### src/rtl/exp_logic_pipe.sv
// Exponent datapath for the FP MAC: product exponent, Eab-Ec difference, max exponent and
// clamped C-alignment shift, behind a STAGES-deep valid/ready pipeline with bubble collapse.
module exp_logic_pipe #(
  parameter int SIG_WIDTH = 23,
  parameter int EX_WIDTH  = 8,
  parameter int STAGES    = 2,
  parameter int SHIFT_MAX = 3*SIG_WIDTH+5
) (
  input  logic                  clk,
  input  logic                  rst_n,
  input  logic                  flush,
  input  logic                  in_valid,
  output logic                  in_ready,
  input  logic [EX_WIDTH-1:0]   Ea,
  input  logic [EX_WIDTH-1:0]   Eb,
  input  logic [EX_WIDTH-1:0]   Ec,
  output logic                  out_valid,
  input  logic                  out_ready,
  output logic [EX_WIDTH+1:0]   shift,
  output logic [EX_WIDTH+1:0]   sd,
  output logic [EX_WIDTH+1:0]   max_exp,
  output logic                  prod_undf,
  output logic                  prod_ovf,
  output logic                  shift_sat
);
  localparam int W  = EX_WIDTH + 2;
  localparam logic [W-1:0] BIAS = W'((1 << (EX_WIDTH-1)) - 1);
  localparam logic [W-1:0] EMAX = W'((1 << EX_WIDTH) - 2);
  localparam logic [W-1:0] SMAX = W'(SHIFT_MAX);
  localparam logic [W-1:0] SOFF = W'(SIG_WIDTH + 4);
  // Result registers occupy the last RS stages; with STAGES>=2 stage 1 only holds Eab/Ec.
  localparam int RS = (STAGES > 1) ? STAGES - 1 : 1;
  localparam int R0 = STAGES - RS + 1;

  typedef struct packed {
    logic [W-1:0] shift;
    logic [W-1:0] sd;
    logic [W-1:0] max_exp;
    logic         undf;
    logic         ovf;
    logic         sat;
  } res_t;

  function automatic res_t calc(input logic [W-1:0] eab, input logic [EX_WIDTH-1:0] ec);
    res_t         r;
    logic [W-1:0] d;
    logic [W-1:0] ss;
    logic         hi;
    d         = eab - {2'b00, ec};
    ss        = d + SOFF;
    hi        = $signed(ss) > $signed(SMAX);
    r.sd      = d;
    r.max_exp = d[W-1] ? {2'b00, ec} : eab;
    r.undf    = eab[W-1];
    r.ovf     = $signed(eab) > $signed(EMAX);
    r.sat     = ss[W-1] | hi;
    r.shift   = ss[W-1] ? '0 : (hi ? SMAX : ss);
    return r;
  endfunction

  logic [W-1:0]      eab_in;
  logic [STAGES:1]   vld_q;
  logic [STAGES:0]   vld_pipe;
  logic [STAGES+1:1] rdy;
  logic [STAGES:1]   ld;
  res_t              res_d0;
  res_t              res_q [RS];

  assign eab_in   = {2'b00, Ea} + {2'b00, Eb} - BIAS;
  assign vld_pipe = {vld_q, in_valid};
  assign rdy[STAGES+1] = out_ready;

  genvar k;
  generate
    for (k = 1; k <= STAGES; k++) begin : g_rdy
      assign rdy[k] = !vld_q[k] || rdy[k+1];
    end
  endgenerate

  assign ld = rdy[STAGES:1] & vld_pipe[STAGES-1:0];

  // A stage holds while blocked downstream and otherwise takes whatever sits upstream.
  always_ff @(posedge clk or negedge rst_n) begin
    if (!rst_n)     vld_q <= '0;
    else if (flush) vld_q <= '0;
    else            vld_q <= (vld_q & ~rdy[STAGES:1]) | (vld_pipe[STAGES-1:0] & rdy[STAGES:1]);
  end

  generate
    if (STAGES > 1) begin : g_s1
      logic [W-1:0]        eab_q;
      logic [EX_WIDTH-1:0] ec_q;
      always_ff @(posedge clk or negedge rst_n) begin
        if (!rst_n) begin
          eab_q <= '0;
          ec_q  <= '0;
        end else if (ld[1]) begin
          eab_q <= eab_in;
          ec_q  <= Ec;
        end
      end
      assign res_d0 = calc(eab_q, ec_q);
    end else begin : g_s0
      assign res_d0 = calc(eab_in, Ec);
    end

    for (k = 0; k < RS; k++) begin : g_res
      if (k == 0) begin : g_first
        always_ff @(posedge clk or negedge rst_n) begin
          if (!rst_n)        res_q[k] <= '0;
          else if (ld[R0+k]) res_q[k] <= res_d0;
        end
      end else begin : g_delay
        always_ff @(posedge clk or negedge rst_n) begin
          if (!rst_n)        res_q[k] <= '0;
          else if (ld[R0+k]) res_q[k] <= res_q[k-1];
        end
      end
    end
  endgenerate

  assign in_ready  = rdy[1];
  assign out_valid = vld_q[STAGES];
  assign shift     = res_q[RS-1].shift;
  assign sd        = res_q[RS-1].sd;
  assign max_exp   = res_q[RS-1].max_exp;
  assign prod_undf = res_q[RS-1].undf;
  assign prod_ovf  = res_q[RS-1].ovf;
  assign shift_sat = res_q[RS-1].sat;
endmodule

### config.mk
export PLATFORM = sky130hd
export DESIGN_NAME = exp_logic_pipe
export DESIGN_NICKNAME = d
export VERILOG_FILES = /design/src/rtl/exp_logic_pipe.sv
export SDC_FILE = /design/constraint.sdc
export NUM_CORES = 1
export LEC_CHECK = 0
export ABC_AREA = 1
export CAP_MARGIN = 10
export CORE_MARGIN = 1.5
export CORE_UTILIZATION = 25
export CTS_CLUSTER_DIAMETER = 40
export CTS_CLUSTER_SIZE = 24
export DETAILED_ROUTE_END_ITERATION = 10
export GPL_TIMING_DRIVEN = 0
export SKIP_LAST_GASP = 1
export SLEW_MARGIN = 20
export SYNTH_ARGS = -nofsm -noshare
export SYNTH_HDL_FRONTEND = slang
export SYNTH_SLANG_ARGS = --single-unit
### constraint.sdc
create_clock -name clk -period 5.15 [get_ports clk]
set_input_delay 0.515 -clock clk [delete_from_list [all_inputs] [get_ports clk]]
set_output_delay 0.515 -clock clk [all_outputs]
set_load 0.02 [all_outputs]
# Yosys cells after proc, flatten, opt, wreduce, memory -nomap -nowiden
# Cells that the tools add are included.
[classes]
addsub = 4
order_cmp = 2
mux = 4
bitwise_logic = 5
n_reduce_logical = 4
[op_table]
columns = ["operator", "n"]
rows = [
  ["9-bit 2-to-1 mux", 2],
  ["10-bit by 5-bit adder with 10-bit output (second input constant)", 1],
  ["10-bit by 8-bit greater-than comparator with 1-bit output (second input constant)", 1],
  ["10-bit by 9-bit greater-than comparator with 1-bit output (second input constant)", 1],
  ["10-bit 2-to-1 mux", 1],
  ["10-bit by 8-bit subtractor with 10-bit output", 1],
  ["9-bit by 7-bit subtractor with 10-bit output (second input constant)", 1],
  ["8-bit by 8-bit adder with 9-bit output", 1],
  ["2-bit bitwise AND", 2],
  ["1-bit zero test", 2],
  ["1-bit logical OR", 2],
  ["2-bit 2-to-1 mux", 1],
  ["2-bit NOT", 1],
  ["2-bit OR", 1],
  ["1-bit OR", 1],
]
[totals]
reg_bits = 53
inputBits = 29
output_inout_bits = 35
elab_cells = 28

# Logic depth before layout (Yosys ltp)
[logic_depth]
depth_word = 7
ltp_mapped = 20
depth_no_buf = 20

# Least setup slack after synthesis
# Ideal clock, no wire load.
[synth_timing]
kind = "register to register"
from = "register g_s1.eab_q[0]"
to = "register res_q (netlist bit shift[3])"
setup_time_ns = 0.116
arrival_time_ns = 2.210
t_required_ns = 5.034
slack_ns = 2.824
stages_incl_launch_ff = 21
synth_period_minus_slack_ns = 2.326
cell_sequence = "dfrtp_1 -> inv_1 -> ha_1 -> inv_1 -> fa_1 -> inv_1 -> ha_1 -> inv_1 -> nand2_1 -> nand2_1 -> inv_1 -> nor2_1 -> nor2_1 -> nor2_1 -> nand2_1 -> nand2_1 -> nand3_2 -> nand2_1 -> nand2_1 -> nand2_1 -> nand2_1"
[synth_rtl]
columns = ["item", "line_no", "rtl"]
rows = [
  ["start, declared", "91", "logic [W-1:0] eab_q;"],
  ["start signal, assigned", "98", "eab_q <= eab_in;"],
  ["end signal, assigned by index", "111", "else if (ld[R0+k]) res_q[k] <= res_d0;"],
  ["end, declared", "67", "res_t res_q [RS];"],
]

==> results.ini <==
[grt]
grt_max_degree=53
grt_pass1_vias=2807
grt_use_total_pct=12.3
grt-ovfl-total=0
grt_first_pass_wirelength_mm=13.1
antenna_found_initial=0

[synth]
yosys.area.top_type=dfrtp_1
synth_cells=423
seq_area_frac_synth_pct=41.1
yosysUniqueCellTypes=27
ys_top_cells_by_area=dfrtp_1, nand2_1, ha_1
synth_seq_cells=52
avgSynthCellArea_um2=7.48
synth_nets=480
yosysTopAreaCellShare_pct=41.1
syn_area_um2=3160
yosys_warnings=0

[routing]
avgViaCountPerCell=4.34
drt.antenna.violating_nets=0
drt-wirelength-per-cell_um=11.6
vias=2867
drt_wl_total_mm=7.69
first_iter_violations=98
firstDrtPassIters=4
drc=0

[status]
status=complete, no violations

[placement]
place_congestion=0.875
io_buffers=62
dpl.hpwl_mm=6.12
dp_cells=653

[floorplan]
rows=40
die_x_um=115
die_h_um=115
dieArea_um2=13300
io_pins=64
start_util_pct=26.0
coreArea_um2=12200

[timing]
slew_violations=0
tns_ps=0
rsz0062_at_grt=no
finalSetupViolations=0
slew_headroom_pct=55.7
finalHoldViolCount=0
tightest_slew_ps=665
period_needed_ps=2710
clock_skew_ps=7.27
max_freq_mhz=369
period_share_pct=52.7

[clock_network]
clk_latency_ps=290
cts.repair.resized=0
clkTransAtPathRegs_ps=70
postCtsHoldBufs=0
h-tree-depth=2
clock-sinks=52
cts_setup_buffers=0
root_buffer=clkbuf_16
cts_tree=yes
cts.path.max_buffers=2
cts-buffers-inserted=5

[worst_setup_path]
crit_chain=inv_1 -> ha_1 -> inv_1 -> fa_1 -> inv_1 -> ha_1 -> inv_1 -> nand2_1 -> nand3_1 -> nand2_1 -> nand2_1 -> nor2_1 -> nand2_1 -> nand2_1 -> nand3_2 -> o21ai_0 -> nand2_1
path_buf_inv=4
crit_top_cell=nand2_1
required_ps=5320
crit_path_start_kind=flip-flop
critPathKind=reg -> reg
slowest_stage=fa_1
critPathArrivalTime_ps=2880
cp_top_family=adder cells
endpoint_kind=flip-flop
cp_max_fo=4
critPathMaxStageDelay_ps=470

[pwr]
powerDensity_nw_per_um2=446
ir_drop_v=0.000151
p_leak_nw=2.09

[hold_path]
hold_path.class=in -> async

[finish]
drive_above_1_share_pct=5.88
final_cells=661
fillers=1258
final_net_count=549
diodes=0
areaGrowthSynthToFinish_pct=32.0

[run]
drv_cap=0

[worst paths after layout]
path,from,endpoint,slack [ps],depth (start not counted)
max in group asynchronous,rst_n,max_exp[1],4440,1
min,rst_n,sd[2],250,1
min in group clk,sd[1],sd[1],480,2
max,g_s1.eab_q[0],shift[1],2440,17
min reg2reg,sd[1],sd[1],480,2
max reg2reg,g_s1.eab_q[0],shift[1],2440,17
[through the flow]
stage / util [%] / hold slack [ps] / total power [mW] / setup slack, ps / instance area, um2
after CTS: 34.3 / 288 / 1.88 / 2450 / 4170
after global placement: 32.8 / 467 / 1.46 / 2040 / 3990
after global routing: 34.3 / 318 / 2.02 / 2200 / 4170
final: 34.3 / 248 / 1.86 / 2440 / 4170
after floorplan: - / 219 / 1.15 / 2820 / 3160
after detailed placement: 32.8 / 466 / 1.47 / 2320 / 3990
[registers in the layout, indices dropped and copies added, names as in the netlist]
register / cells
sd: 10
max_exp: 10
vld_q: 2
prod_ovf: 1
g_s1.ec_q: 8
prod_undf: 1
g_s1.eab_q: 10
shift_sat: 1
shift: 9
[placed cells by master (no fill, tap or decap), types with 3 or more instances in the layout]
master / n
clkbuf_1: 8
a31oi_1: 10
inv_1: 53
nand4_1: 8
a21oi_1: 6
clkdlybuf4s50_1: 61
nand2_1: 143
nand2_2: 8
ha_1: 26
nand3_1: 17
dfrtp_1: 52
clkbuf_16: 5
inv_2: 3
o21ai_0: 28
nor2_1: 41
nand3_2: 4
[cell families after synthesis]
logic type	synth area share, %
XOR/XNOR	1.11
AO/OA/AOI/OAI	7.87
AND/OR/NAND/NOR	29.7
other	0.119
adder cells (fa/ha/maj)	11.6
flip-flops	41.1
buffers and inverters	8.46
[Yosys cell counts]
library cell	number
o21bai_1	1
conb_1	1
dfrtp_1	52
nand3_2	4
xnor2_1	2
buf_2	1
inv_1	53
nor2_1	41
nor2_2	1
nand2_2	8
ha_1	26
clkbuf_1	8
nor2_4	1
nand2_1	143
clkinv_1	1
inv_2	3
nand3b_1	1
xor2_1	2
fa_1	2
a22o_1	1
a31oi_1	10
o21ai_0	28
nand4_1	8
nand3_1	17
buf_6	1
a21oi_1	6
buf_4	1
[layer usage]
metal	track usage (%)	up-vias	part of all wire, %
met5	0	-	0
met4	2.80	0	0.74
met3	2.30	6	3.6
met2	21.8	54	47
met1	15.5	1333	49
li1	-	1474	-
[where the power goes]
part / switching [mW] / leakage [nW] / total [mW] / internal, mW
registers: 0.0678 / 0.640 / 0.574 / 0.507
clock network: 0.146 / 0.0901 / 0.402 / 0.256
logic: 0.529 / 1.36 / 0.887 / 0.358
[area by class of cell]
class / count / area (um2) / area share (%)
multi-input cells: 303 / 1590 / 38.2
repair buffers: 62 / 618 / 14.8
inverters: 57 / 214 / 5.13
flip-flops and latches: 52 / 1300 / 31.2
clock buffers: 7 / 153 / 3.66
plain buffers: 11 / 53.8 / 1.29
clock inverters: 1 / 30.0 / 0.719
well taps: 168 / 210 / 5.04
(Power assumes the default switching activity.)
